## config.mk

```make
export PLATFORM = sky130hd
export DESIGN_NAME = parser_input_arbiter_flat
export DESIGN_NICKNAME = d
export VERILOG_FILES = /design/src/rtl/parser_input_arbiter_pkg.sv /design/src/rtl/parser_input_arbiter_if.sv /design/src/rtl/parser_input_arbiter_rr_pick.sv /design/src/rtl/parser_input_arbiter.sv /design/src/flat_wrapper.sv
export SDC_FILE = /design/constraint.sdc
export NUM_CORES = 1
export LEC_CHECK = 0
export ABC_AREA = 0
export BUFFER_PORTS_ARGS = -buffer_cell sky130_fd_sc_hd__buf_2
export CAP_MARGIN = 25
export CORE_MARGIN = 8
export CORE_UTILIZATION = 36
export CTS_CLUSTER_DIAMETER = 80
export DETAILED_ROUTE_END_ITERATION = 16
export GPL_ROUTABILITY_DRIVEN = 0
export PLACE_DENSITY = 0.87
export SYNTH_ARGS = -nofsm -noshare
export SYNTH_HDL_FRONTEND = slang
export SYNTH_SLANG_ARGS = --single-unit
```

## constraint.sdc

```tcl
create_clock -name clk -period 1.7 [get_ports clk]
set_input_delay 0.085 -clock clk [delete_from_list [all_inputs] [get_ports clk]]
set_output_delay 0.085 -clock clk [all_outputs]
set_load 0.02 [all_outputs]
```

## src/rtl/parser_input_arbiter_pkg.sv

```systemverilog
// rtl/parser_input_arbiter_pkg.sv - shared defaults and state encoding for the parser input arbiter
package parser_pkg;

    localparam int DATA_W_DEF    = 32;
    localparam int MAX_BEATS_DEF = 16384;

    typedef enum logic [1:0] {
        IDLE  = 2'd0,
        PASS  = 2'd1,
        DRAIN = 2'd2
    } arb_state_t;

endpackage

```

## src/rtl/parser_input_arbiter_if.sv

```systemverilog
// rtl/parser_input_arbiter_if.sv - multi-source beat bus in front of the parser input
interface parser_input_arbiter_if #(
    parameter int N_SRC  = 4,
    parameter int DATA_W = parser_pkg::DATA_W_DEF
);

    logic [N_SRC*DATA_W-1:0] dataIn;
    logic [N_SRC-1:0]        dataIn_val;
    logic [N_SRC-1:0]        dataIn_last;
    logic [N_SRC-1:0]        dataIn_ready;
    logic [DATA_W-1:0]       dataOut;
    logic                    dataOut_val;
    logic                    dataOut_last;
    logic                    dataOut_ready;

    // master: the sources plus the parser; slave: the arbiter between them
    modport master (
        output dataIn, dataIn_val, dataIn_last, dataOut_ready,
        input  dataIn_ready, dataOut, dataOut_val, dataOut_last
    );

    modport slave (
        input  dataIn, dataIn_val, dataIn_last, dataOut_ready,
        output dataIn_ready, dataOut, dataOut_val, dataOut_last
    );

endinterface

```

## src/rtl/parser_input_arbiter_rr_pick.sv

```systemverilog
// rtl/parser_input_arbiter_rr_pick.sv - rotating priority encoder starting just after the last grant
module rr_pick #(
    parameter int N_SRC = 4
) (
    input  logic [N_SRC-1:0]         req,
    input  logic [$clog2(N_SRC)-1:0] lastGrant,
    output logic [$clog2(N_SRC)-1:0] winner,
    output logic                     anyReq
);

    localparam int ID_W = $clog2(N_SRC);
    localparam logic [ID_W:0] NSRC = (ID_W+1)'(N_SRC);

    logic [ID_W:0]   sum;
    logic [ID_W-1:0] idx;

    // scan farthest offset first so the nearest requester after lastGrant wins
    always_comb begin
        winner = '0;
        anyReq = |req;
        sum    = '0;
        idx    = '0;
        for (int k = N_SRC; k >= 1; k--) begin
            sum = {1'b0, lastGrant} + (ID_W+1)'(k);
            if (sum >= NSRC) begin
                sum = sum - NSRC;
            end
            idx = sum[ID_W-1:0];
            if (req[idx]) begin
                winner = idx;
            end
        end
    end

endmodule

```

## src/rtl/parser_input_arbiter.sv

```systemverilog
// rtl/parser_input_arbiter.sv - packet-atomic round-robin arbiter with max-length truncation
module parser_input_arbiter
    import parser_pkg::*;
#(
    parameter int N_SRC     = 4,
    parameter int DATA_W    = DATA_W_DEF,
    parameter int MAX_BEATS = MAX_BEATS_DEF
) (
    input  logic                     clk,
    input  logic                     reset_b,
    parser_input_arbiter_if.slave    bus,
    output logic [$clog2(N_SRC)-1:0] grant_id,
    output logic                     busy,
    output logic                     trunc_err
);

    localparam int ID_W  = $clog2(N_SRC);
    localparam int CNT_W = $clog2(MAX_BEATS + 1);
    localparam logic [CNT_W-1:0] LAST_CNT = CNT_W'(MAX_BEATS - 1);

    arb_state_t        state;
    arb_state_t        stateNext;
    logic [ID_W-1:0]   lastGrant;
    logic [ID_W-1:0]   winner;
    logic              anyReq;
    logic [CNT_W-1:0]  beatCnt;
    logic              truncSet;
    logic              atMax;
    logic              passXfer;
    logic [DATA_W-1:0] srcData [N_SRC];
    logic [DATA_W-1:0] selData;
    logic              selVal;
    logic              selLast;

    for (genvar i = 0; i < N_SRC; i++) begin : g_src
        assign srcData[i] = bus.dataIn[i*DATA_W +: DATA_W];
    end

    assign selData  = srcData[grant_id];
    assign selVal   = bus.dataIn_val[grant_id];
    assign selLast  = bus.dataIn_last[grant_id];
    assign atMax    = (beatCnt == LAST_CNT);
    assign passXfer = (state == PASS) && selVal && bus.dataOut_ready;
    assign busy     = (state != IDLE);

    rr_pick #(
        .N_SRC (N_SRC)
    ) u_pick (
        .req       (bus.dataIn_val),
        .lastGrant (lastGrant),
        .winner    (winner),
        .anyReq    (anyReq)
    );

    always_ff @(posedge clk or negedge reset_b) begin
        if (!reset_b) begin
            state <= IDLE;
        end else begin
            state <= stateNext;
        end
    end

    always_comb begin
        stateNext        = state;
        truncSet         = 1'b0;
        bus.dataOut      = '0;
        bus.dataOut_val  = 1'b0;
        bus.dataOut_last = 1'b0;
        bus.dataIn_ready = '0;
        case (state)
            IDLE: begin
                if (anyReq) begin
                    stateNext = PASS;
                end
            end
            PASS: begin
                bus.dataOut                = selData;
                bus.dataOut_val            = selVal;
                bus.dataOut_last           = selLast | atMax;
                bus.dataIn_ready[grant_id] = bus.dataOut_ready;
                if (passXfer) begin
                    if (selLast) begin
                        stateNext = IDLE;
                    end else if (atMax) begin
                        stateNext = DRAIN;
                        truncSet  = 1'b1;
                    end
                end
            end
            DRAIN: begin
                // remainder of an overlong packet is swallowed without reaching the parser
                bus.dataIn_ready[grant_id] = 1'b1;
                if (selVal && selLast) begin
                    stateNext = IDLE;
                end
            end
            default: begin
                stateNext = IDLE;
            end
        endcase
    end

    always_ff @(posedge clk or negedge reset_b) begin
        if (!reset_b) begin
            lastGrant <= ID_W'(N_SRC - 1);
            grant_id  <= '0;
            beatCnt   <= '0;
            trunc_err <= 1'b0;
        end else begin
            trunc_err <= truncSet;
            if ((state == IDLE) && anyReq) begin
                grant_id  <= winner;
                lastGrant <= winner;
                beatCnt   <= '0;
            end else if (passXfer) begin
                beatCnt <= beatCnt + CNT_W'(1);
            end
        end
    end

endmodule

```

## src/flat_wrapper.sv

```systemverilog
// flat-port wrapper written by rule: the top's interface ports become plain ports
module parser_input_arbiter_flat import parser_pkg::*;
#(
    parameter int N_SRC     = 4,
    parameter int DATA_W    = DATA_W_DEF,
    parameter int MAX_BEATS = MAX_BEATS_DEF
)
  (clk, reset_b, grant_id, busy, trunc_err, bus_dataIn, bus_dataIn_val, bus_dataIn_last, bus_dataOut_ready, bus_dataIn_ready, bus_dataOut, bus_dataOut_val, bus_dataOut_last);
  parser_input_arbiter_if #(.N_SRC(N_SRC), .DATA_W(DATA_W)) bus_i ();
  input  logic clk;
  input  logic reset_b;
  output logic [$clog2(N_SRC)-1:0] grant_id;
  output logic busy;
  output logic trunc_err;
  input wire logic [$bits(bus_i.dataIn)-1:0] bus_dataIn;
  input wire logic [$bits(bus_i.dataIn_val)-1:0] bus_dataIn_val;
  input wire logic [$bits(bus_i.dataIn_last)-1:0] bus_dataIn_last;
  input wire logic [$bits(bus_i.dataOut_ready)-1:0] bus_dataOut_ready;
  output wire logic [$bits(bus_i.dataIn_ready)-1:0] bus_dataIn_ready;
  output wire logic [$bits(bus_i.dataOut)-1:0] bus_dataOut;
  output wire logic [$bits(bus_i.dataOut_val)-1:0] bus_dataOut_val;
  output wire logic [$bits(bus_i.dataOut_last)-1:0] bus_dataOut_last;
  assign bus_i.dataIn = bus_dataIn;
  assign bus_i.dataIn_val = bus_dataIn_val;
  assign bus_i.dataIn_last = bus_dataIn_last;
  assign bus_i.dataOut_ready = bus_dataOut_ready;
  assign bus_dataIn_ready = bus_i.dataIn_ready;
  assign bus_dataOut = bus_i.dataOut;
  assign bus_dataOut_val = bus_i.dataOut_val;
  assign bus_dataOut_last = bus_i.dataOut_last;
  parser_input_arbiter #(.N_SRC(N_SRC), .DATA_W(DATA_W), .MAX_BEATS(MAX_BEATS)) u_core (.clk(clk), .reset_b(reset_b), .bus(bus_i), .grant_id(grant_id), .busy(busy), .trunc_err(trunc_err));
endmodule
```

==> flow_metrics.env, run 1 <==
export IMPL_outcome="complete, but fails checks"
export IMPL_violations="negative setup slack"
export IMPL_critPathLaunchType="flop"
export IMPL_cts_htree_levels=1
export IMPL_dp_hpwl_um=7650
export IMPL_worstHoldPathType="primary input to flop"
export IMPL_dieArea_um2=9110
export IMPL_drive_above_1_share_pct=70.8
export IMPL_clock_skew_ns=0.00136
export IMPL_criticalPathCategory="flop to primary output"
export IMPL_setup_slack_ns=-0.225
export IMPL_avgViaCountPerCell=5.42
export IMPL_io_pins=181
export IMPL_avgSynthCellArea_um2=10.7
export IMPL_setup_viol=38
export IMPL_cpMaxStageDelayCell="mux4_2"
export IMPL_ys_ff_latch=22
export IMPL_worst_pin_slew_ns=0.513
export IMPL_ys_flop_type="dfrtp_1"
export IMPL_drc_errors=0
export IMPL_row_count=29
export IMPL_max_clock_path_buffers=2
export IMPL_combPwrFrac_pct=79.6
export IMPL_numCtsBuffers=3
export IMPL_synth_top_area_share_pct=33.7
export IMPL_clock_sinks=22
export IMPL_hold_violations=0
export IMPL_fin_util_pct=63.0
export IMPL_dr_first_iter_drc_count=66
export IMPL_track_usage_pct=22.1
export IMPL_cp_depth=5
export IMPL_initial_utilization_pct=36.4
export IMPL_synth_most_common_cell="and2_1"
export IMPL_crit_chain="buf_12 -> buf_16 -> mux4_2 -> and2_4 -> buf_6"
export IMPL_leakage_uw=0.00191
export IMPL_clock_latency_ns=0.27
export IMPL_netlist_area_um2=2270
export IMPL_period_share_pct=113
export IMPL_cts_tree="built"
export IMPL_finalNetCount=552
export IMPL_slowest_delay_ns=0.50
export IMPL_power_density_nw_per_um2=1530
export IMPL_fin_total_pwr_uw=6000
export IMPL_syn_nets=355
export IMPL_grt_pass1_vias=3037
export IMPL_timing_rr_end="u_core.state[1]$_DFFE_PN0P_"
export IMPL_n_fill_cell=505
export IMPL_yosys_top_cells_area="mux4_2, dfrtp_1, and2_1"
export IMPL_maxSlewHeadroom_pct=65.8
export IMPL_grt_max_degree=39
export IMPL_drv_cap=0
export IMPL_synth_async_reset_ratio_pct=100
export IMPL_synthTopCellsByCount="and2_1, mux4_2, dfrtp_1"
export IMPL_r2r_start="u_core.grant_id[0]$_DFFE_PN0P_"
export IMPL_netlist_instances=212
export IMPL_swShare_pct=40.9
export IMPL_globalRouteOverflowTotal=0
export IMPL_rsz0062_at_grt="true"
export IMPL_die_y_um=95.4
export IMPL_wire_per_inst_um=21.1
export IMPL_cp_end_kind="primary output"
export IMPL_hold_path_depth=3
export IMPL_tns_ns=-6.95
export IMPL_vias=2636
export IMPL_min_to="u_core.lastGrant[1]$_DFFE_PN1P_"
export IMPL_clock_root_buffer="clkbuf_8"
export IMPL_synth_edf_count=0
export IMPL_routed_wl_um=10300
export IMPL_firstDrtPassIters=4
export IMPL_grt_pass1_wl_um=15300
export IMPL_synthToLayoutAreaGrowth_pct=73.1
export IMPL_r2r_slack_ns=-0.15
export IMPL_worst_ep_required_time_ns=1.62
export IMPL_period_minus_slack_ns=1.92
export IMPL_yosys_warnings=0
export IMPL_crit_arrival_ns=1.84
export IMPL_pre_cts_ws_ns=0.0123
export IMPL_power_share_clock_pct=8.4
export IMPL_maxSlewViolCount=0
export IMPL_p_int_uw=3550
export IMPL_ys_seq_area_share_pct=24.4
export IMPL_ff2ff_path_depth=5
export IMPL_hp_start="bus_dataIn_val[3]"
export IMPL_die_x_um=95.4
export IMPL_clkTransAtPathRegs_ns=0.08
export IMPL_antenna_found_initial=1
export IMPL_synth_area_leader_cell="mux4_2"
export IMPL_critical_path_top_delay_family="multiplexers"
export IMPL_route_antenna_remaining_nets=0
export IMPL_crit_buf_inv=3
export IMPL_core_area_um2=6240
export IMPL_synth_cell_types=39
export IMPL_io_buffer_count=180
export IMPL_power_frac_seq_pct=12.0
export IMPL_crit_fanout=7
export IMPL_p_sw_uw=2450
export IMPL_fmax_mhz=520
export IMPL_vdd_ir_drop_worst_v=0.000929
-- kinds of logic after synthesis --
| logic type | synth area share, % |
|---|---|
| compound gates | 6.89 |
| xor+xnor | 5.01 |
| mux | 34.7 |
| fa+ha+maj | 2.20 |
| simple gates | 23.0 |
| flops | 24.4 |
| buf+inv | 3.86 |
-- cell usage in the layout (no fill, tap or decap), drive strengths merged, types with 3 or more instances in the layout --
cell	Yosys	routed
clkbuf	7	3
a21o	4	4
xor2	8	8
and3	5	5
a22o	3	3
ha	4	4
and2	36	36
mux4	34	34
o21ai	4	4
xnor2	5	5
nand2	17	17
dfrtp	20	20
buf	7	205
inv	5	5
nand3	3	3
nor4	3	3
a21oi	6	6
nand4	4	4
nor2	18	18
-- power groups by stage --
stage	registers (µW)	clock network, µW	logic, µW
2_1_floorplan	726	0	2400
3_3_place_gp	703	0	3320
3_5_place_dp	711	0	3420
4_1_cts	703	507	4700
5_1_grt	729	536	5040
6_report	721	506	4770
-- worst min-delay path, delay by kind of cell --
family,cells,cell delay (ns)
buffers and inverters,1,0.13
AOI/OAI and AO/OA,2,0.29
-- layer usage --
| metal | part of all wire [%] | global-route usage (%) |
|---|---|---|
| met5 | 0 | 0 |
| met3 | 8.0 | 6.85 |
| met2 | 55 | 42.5 |
| met4 | 3.7 | 6.91 |
| met1 | 33 | 22.0 |
-- layout make-up --
class,count,area (µm²),share of cell area [%]
Multi-Input combinational cell,171,1770,45.1
Timing Repair Buffer,206,1410,36.0
Sequential cell,22,556,14.1
Tap cell,77,96.3,2.45
Clock buffer,3,41.3,1.05
Clock inverter,1,30.0,0.764
Inverter,5,18.8,0.477
Antenna cell,1,2.50,0.0637
-- state kept, by name (all words and copies together), names as in the netlist --
name	flops
u_core.beatCnt	15
u_core.grant_id	2
u_core.lastGrant	2
u_core.state	2
u_core.trunc_err	1
-- worst max-delay path by stage --
| stage | startpoint | end |
|---|---|---|
| finish | u_core.grant_id[0]$_DFFE_PN0P_ | bus_dataOut[19] |
| global route | u_core.grant_id[0]$_DFFE_PN0P_ | bus_dataOut[4] |
| global placement | u_core.grant_id[0]$_DFFE_PN0P_ | bus_dataOut[15] |
| floorplan | u_core.grant_id[1]$_DFFE_PN0P_ | u_core.beatCnt[5]$_DFFE_PN0P_ |
| CTS | u_core.grant_id[0]$_DFFE_PN0P_ | bus_dataOut_last |
| detailed placement | u_core.grant_id[0]$_DFFE_PN0P_ | bus_dataOut[31] |
-- what timing repair did --
item | CTS | global route
setup endpoints to repair | 37 | 53
resized for setup | 84 | 22
cloned | 5 | 0
pin swaps | 5 | 13
buffers inserted | 9 | 2
hold buffers | 1 | 0
endpoints found under the hold margin | 20 | 0
-- per-stage QoR --
stage / hold WS (ns) / instance area, µm² / std cells
detailed placement: 0.0817 / 3320 / 467
floorplan: -0.211 / 2280 / 212
global placement: 0.0748 / 3320 / 467
finish: 0.266 / 3930 / 486
global route: 0.276 / 3930 / 486
CTS: 0.260 / 3840 / 484
Note: power is estimated with default switching activity, not from simulation.
==> run 2, diff against run 1 <==
- CORE_UTILIZATION: 36 -> 40
- HOLD_SLACK_MARGIN: not set -> 0.1
- PLACE_DENSITY: 0.87 -> 0.91
- clock period: 1.7 -> 1.9 ns (I/O delays scaled with it)
==> flow_metrics.env, run 2 (synthesized netlist as in run 1, its figures left out) <==
export IMPL_die_y_um=91.3
export IMPL_worst_pin_slew_ns=0.658
export IMPL_crit_arrival_ns=1.79
export IMPL_finalNetCount=537
export IMPL_globalRouteOverflowTotal=0
export IMPL_mostFrequentLayoutCells="buf_2, mux4_2, and2_1"
export IMPL_die_x_um=91.3
export IMPL_io_buffer_count=180
export IMPL_worstHoldPathType="primary input to flop"
export IMPL_track_usage_pct=21.5
export IMPL_outcome="complete, no violations"
export IMPL_grt_max_degree=38
export IMPL_r2r_slack_ns=0.13
export IMPL_drv_cap=0
export IMPL_dieArea_um2=8340
export IMPL_initial_utilization_pct=41.2
export IMPL_maxSlewHeadroom_pct=55.7
export IMPL_rsz0062_at_grt="true"
export IMPL_crit_fanout=5
export IMPL_drc_errors=0
export IMPL_startpoint="u_core.grant_id[0]$_DFFE_PN0P_"
export IMPL_numCtsBuffers=3
export IMPL_hold_violations=0
export IMPL_layout_commonest_cell="buf_2"
export IMPL_vdd_ir_drop_worst_v=0.000843
export IMPL_dr_first_iter_drc_count=146
export IMPL_multi_input_area_um2=1650
export IMPL_fmax_mhz=530
export IMPL_criticalPathCategory="flop to primary output"
export IMPL_clock_root_buffer="clkbuf_8"
export IMPL_leakage_uw=0.00170
export IMPL_cts_tree="built"
export IMPL_ff2ff_path_depth=6
export IMPL_route_antenna_remaining_nets=0
export IMPL_critPathLaunchType="flop"
export IMPL_final_seq_area_um2=554
export IMPL_pre_cts_ws_ns=0.106
export IMPL_antenna_found_initial=0
export IMPL_clock_skew_ns=0.00104
export IMPL_drive_above_1_share_pct=61.8
export IMPL_row_count=27
export IMPL_synthToLayoutAreaGrowth_pct=50.2
export IMPL_antennaDiodeCount=0
export IMPL_grt_pass1_vias=2700
export IMPL_clkTransAtPathRegs_ns=0.08
export IMPL_maxSlewViolCount=0
export IMPL_firstDrtPassIters=5
export IMPL_max_clock_path_buffers=2
export IMPL_worst_ep_required_time_ns=1.80
export IMPL_n_fill_cell=426
export IMPL_top_register="u_core.beatCnt"
export IMPL_period_share_pct=99.2
export IMPL_clock_sinks=22
export IMPL_r2r_start="u_core.grant_id[0]$_DFFE_PN0P_"
export IMPL_wire_per_inst_um=20.0
export IMPL_largest_register_ffs=15
export IMPL_core_area_um2=5510
export IMPL_hp_start="bus_dataIn_val[3]"
export IMPL_avgViaCountPerCell=5.42
export IMPL_period_minus_slack_ns=1.89
export IMPL_worstSetupEndpoint="bus_dataOut[30]"
export IMPL_cts_htree_levels=1
export IMPL_power_density_nw_per_um2=1230
export IMPL_tns_ns=0
export IMPL_routed_wl_um=9320
export IMPL_clock_latency_ns=0.26
export IMPL_timing_rr_end="u_core.state[1]$_DFFE_PN0P_"
export IMPL_grt_pass1_wl_um=14200
export IMPL_io_pins=181
export IMPL_setup_viol=0
export IMPL_dp_hpwl_um=7950
export IMPL_setup_slack_ns=0.0149
export IMPL_vias=2522
export IMPL_cp_end_kind="primary output"
-- run 2: worst max-delay path, stage by stage (launching register included) --
cell and delay [ns]:
dfrtp_2 0.44, buf_4 0.20, mux4_2 0.53, and2_1 0.18, buf_2 0.16
-- run 2: layer usage --
metal / GRT usage [%] / part of all wire, %
met1: 24.1 / 38
met2: 39.8 / 53
met4: 3.96 / 0.71
met5: 0 / 0
met3: 5.68 / 8.6
-- run 2: area by class of cell --
cell class	count	share of cell area (%)
Clock buffer	4	1.61
Inverter	5	0.550
Multi-Input combinational cell	171	48.4
Sequential cell	22	16.2
Tap cell	72	2.64
Timing Repair Buffer	191	30.6
-- run 2: repair_timing --
action	4_1_cts	5_1_grt
endpoints found under the setup margin	24	35
hold buffers	1	0
pin swaps	0	2
setup buffers	2	1
resized for setup	4	17
endpoints found under the hold margin	20	0
-- run 2: worst min-delay path by stage --
stage                                                 to  slack (ns)  cells after the start
after floorplan            u_core.beatCnt[0]$_DFFE_PN0P_       -0.20                      0
after global placement    u_core.beatCnt[11]$_DFFE_PN0P_        0.08                      1
after detailed placement  u_core.beatCnt[11]$_DFFE_PN0P_        0.08                      1
after CTS                 u_core.grant_id[1]$_DFFE_PN0P_        0.26                      3
after global routing      u_core.grant_id[1]$_DFFE_PN0P_        0.29                      3
final                     u_core.grant_id[1]$_DFFE_PN0P_        0.27                      3
-- run 2: report_power, final --
group	internal [µW]	switching [µW]
Combinational	1560	1660
Sequential	551	84.3
Clock	185	149
Total	2300	1890
-- run 2: through the flow --
stage / hold slack, ns / instances / cell area [µm²] / utilization, % / power [µW]
after floorplan: -0.201 / 212 / 2270 / - / 2770
after global placement: 0.0792 / 457 / 3260 / 59.2 / 3600
after detailed placement: 0.0808 / 457 / 3260 / 59.2 / 3680
after CTS: 0.262 / 464 / 3360 / 60.9 / 4100
after global routing: 0.286 / 465 / 3410 / 62.0 / 4470
final: 0.273 / 465 / 3410 / 62.0 / 4190
==> run 3, diff against run 2 <==
- CORE_MARGIN: 8 -> not set
==> flow_metrics.env, run 3 (synthesized netlist as in run 1, its figures left out) <==
export IMPL_clkTransAtPathRegs_ns=0.08
export IMPL_globalRouteOverflowTotal=0
export IMPL_ff2ff_path_depth=5
export IMPL_critPathLaunchType="flop"
export IMPL_tns_ns=-0.0185
export IMPL_maxSlewViolCount=0
export IMPL_antenna_found_initial=0
export IMPL_dr_first_iter_drc_count=212
export IMPL_cp_end_kind="primary output"
export IMPL_grt_max_degree=38
export IMPL_setup_viol=1
export IMPL_largest_register_ffs=15
export IMPL_max_clock_path_buffers=2
export IMPL_hold_violations=0
export IMPL_worst_pin_slew_ns=0.559
export IMPL_n_fill_cell=439
export IMPL_avgViaCountPerCell=5.66
export IMPL_slowest_delay_ns=0.52
export IMPL_drv_cap=0
export IMPL_r2r_slack_ns=0.09
export IMPL_drt_met1_wl_um=3590
export IMPL_clock_root_buffer="clkbuf_8"
export IMPL_placedInstanceArea_um2=3250
export IMPL_row_count=27
export IMPL_numCtsBuffers=3
export IMPL_core_area_um2=5470
export IMPL_r2r_start="u_core.grant_id[0]$_DFFE_PN0P_"
export IMPL_grt_pass1_wl_um=13400
export IMPL_hp_start="bus_dataIn_val[2]"
export IMPL_rsz0062_at_grt="true"
export IMPL_top_layer="met4"
export IMPL_crit_fanout=8
export IMPL_period_share_pct=101
export IMPL_wire_per_inst_um=19.6
export IMPL_hold_path_depth=3
export IMPL_cp_common_cell="buf_12"
export IMPL_outcome="complete, but fails checks"
export IMPL_critical_path_top_delay_family="multiplexers"
export IMPL_vias=2644
export IMPL_worst_ep_required_time_ns=1.80
export IMPL_criticalPathCategory="flop to primary output"
export IMPL_drc_errors=0
export IMPL_timing_rr_end="u_core.state[1]$_DFFE_PN0P_"
export IMPL_firstDrtPassIters=4
export IMPL_antennaDiodeCount=0
export IMPL_crit_buf_inv=3
export IMPL_dr_wl_met2_um=4540
export IMPL_synthToLayoutAreaGrowth_pct=63.4
export IMPL_top_register="u_core.beatCnt"
export IMPL_io_buffer_count=180
export IMPL_period_minus_slack_ns=1.92
export IMPL_maxSlewHeadroom_pct=62.4
export IMPL_vdd_ir_drop_worst_v=0.000769
export IMPL_track_usage_pct=29.8
export IMPL_setup_slack_ns=-0.0185
export IMPL_fmax_mhz=521
export IMPL_layout_commonest_cell="buf_2"
export IMPL_crit_arrival_ns=1.82
export IMPL_initial_utilization_pct=41.5
export IMPL_postLayoutCellArea_um2=3710
export IMPL_route_antenna_remaining_nets=0
export IMPL_mostFrequentLayoutCells="buf_2, mux4_2, and2_4, buf_6, dfrtp_1"
export IMPL_dieArea_um2=5980
export IMPL_violations="negative setup slack"
export IMPL_die_x_um=77.3
export IMPL_power_density_nw_per_um2=1370
export IMPL_worstHoldPathType="primary input to flop"
export IMPL_grt_pass1_vias=2566
export IMPL_routed_wl_um=9140
export IMPL_cts_htree_levels=1
export IMPL_finalNetCount=539
export IMPL_drive_above_1_share_pct=68.1
export IMPL_crit_chain="buf_12 -> buf_12 -> mux4_2 -> and2_1 -> buf_2"
export IMPL_cpMaxStageDelayCell="mux4_2"
export IMPL_wl_met3_um=764
export IMPL_leakage_uw=0.00181
export IMPL_clock_latency_ns=0.27
export IMPL_die_y_um=77.3
export IMPL_clock_sinks=22
export IMPL_dp_hpwl_um=7210
export IMPL_min_to="u_core.grant_id[1]$_DFFE_PN0P_"
export IMPL_io_pins=181
export IMPL_cts_tree="built"
export IMPL_clock_skew_ns=0.00278
-- run 3: cell types whose count changed in the layout (fill, tap and decap cells not counted), moves of 3 or more --
cell       before  now
and2_4          4   29
buf_2         176  151
buf_6           4   29
and2_1         30    6
clkbuf_16       0    3
-- run 3: cell type report --
class	count	area [µm²]	share of cell area, %
clock buffers	4	55.1	1.48
multi-input cells	171	1720	46.4
flip-flops and latches	22	554	14.9
well taps	72	90.1	2.43
repair buffers	193	1270	34.3
inverters	5	18.8	0.506
-- run 3: how the worst max path moves through the flow --
stage,start,endpoint,slack [ns],cells after the start
after floorplan,u_core.grant_id[0]$_DFFE_PN0P_,bus_dataOut[10],0.01,4
after CTS,u_core.grant_id[0]$_DFFE_PN0P_,bus_dataOut[15],-0.01,4
after global placement,u_core.state[1]$_DFFE_PN0P_,u_core.state[1]$_DFFE_PN0P_,0.17,7
final,u_core.grant_id[0]$_DFFE_PN0P_,bus_dataOut[12],-0.02,5
after global routing,u_core.grant_id[0]$_DFFE_PN0P_,bus_dataOut[12],-0.07,5
after detailed placement,u_core.state[1]$_DFFE_PN0P_,u_core.state[1]$_DFFE_PN0P_,0.10,7
-- run 3: timing repair --
action | 4_1_cts | 5_1_grt
endpoints found under the setup margin | 19 | 39
gates cloned | 0 | 3
hold buffers | 1 | 0
hold endpoints to repair | 20 | 0
gates resized for setup | 12 | 85
buffers inserted | 0 | 3
-- run 3: report_power, final --
group / internal (µW) / switching (µW) / total (µW)
registers: 551 / 73.3 / 624
logic: 2220 / 1890 / 4100
clock network: 185 / 157 / 343
total: 2950 / 2120 / 5070
-- run 3: through the flow --
stage / cells / total power, µW / hold slack (ns) / setup WS [ns] / util [%]
final: 467 / 5070 / 0.283 / -0.0185 / 67.8
after global routing: 467 / 5350 / 0.303 / -0.0672 / 67.8
after CTS: 461 / 4140 / 0.275 / -0.0131 / 61.2
after floorplan: 212 / 2770 / -0.201 / 0.0142 / -
after detailed placement: 456 / 3690 / 0.0795 / 0.102 / 59.4
after global placement: 456 / 3640 / 0.0747 / 0.175 / 59.4
-- run 3: per-layer routing --
metal	global-route usage, %	vias up
met5	0	-
met4	9.25	0
met3	6.59	23
met2	47.9	176
met1	40.0	1280
li1	-	1165
-- run 3: worst min-delay path, stage by stage --
cell	delay, ns
buf_2	0.12
o221a_2	0.23
a21o_1	0.08
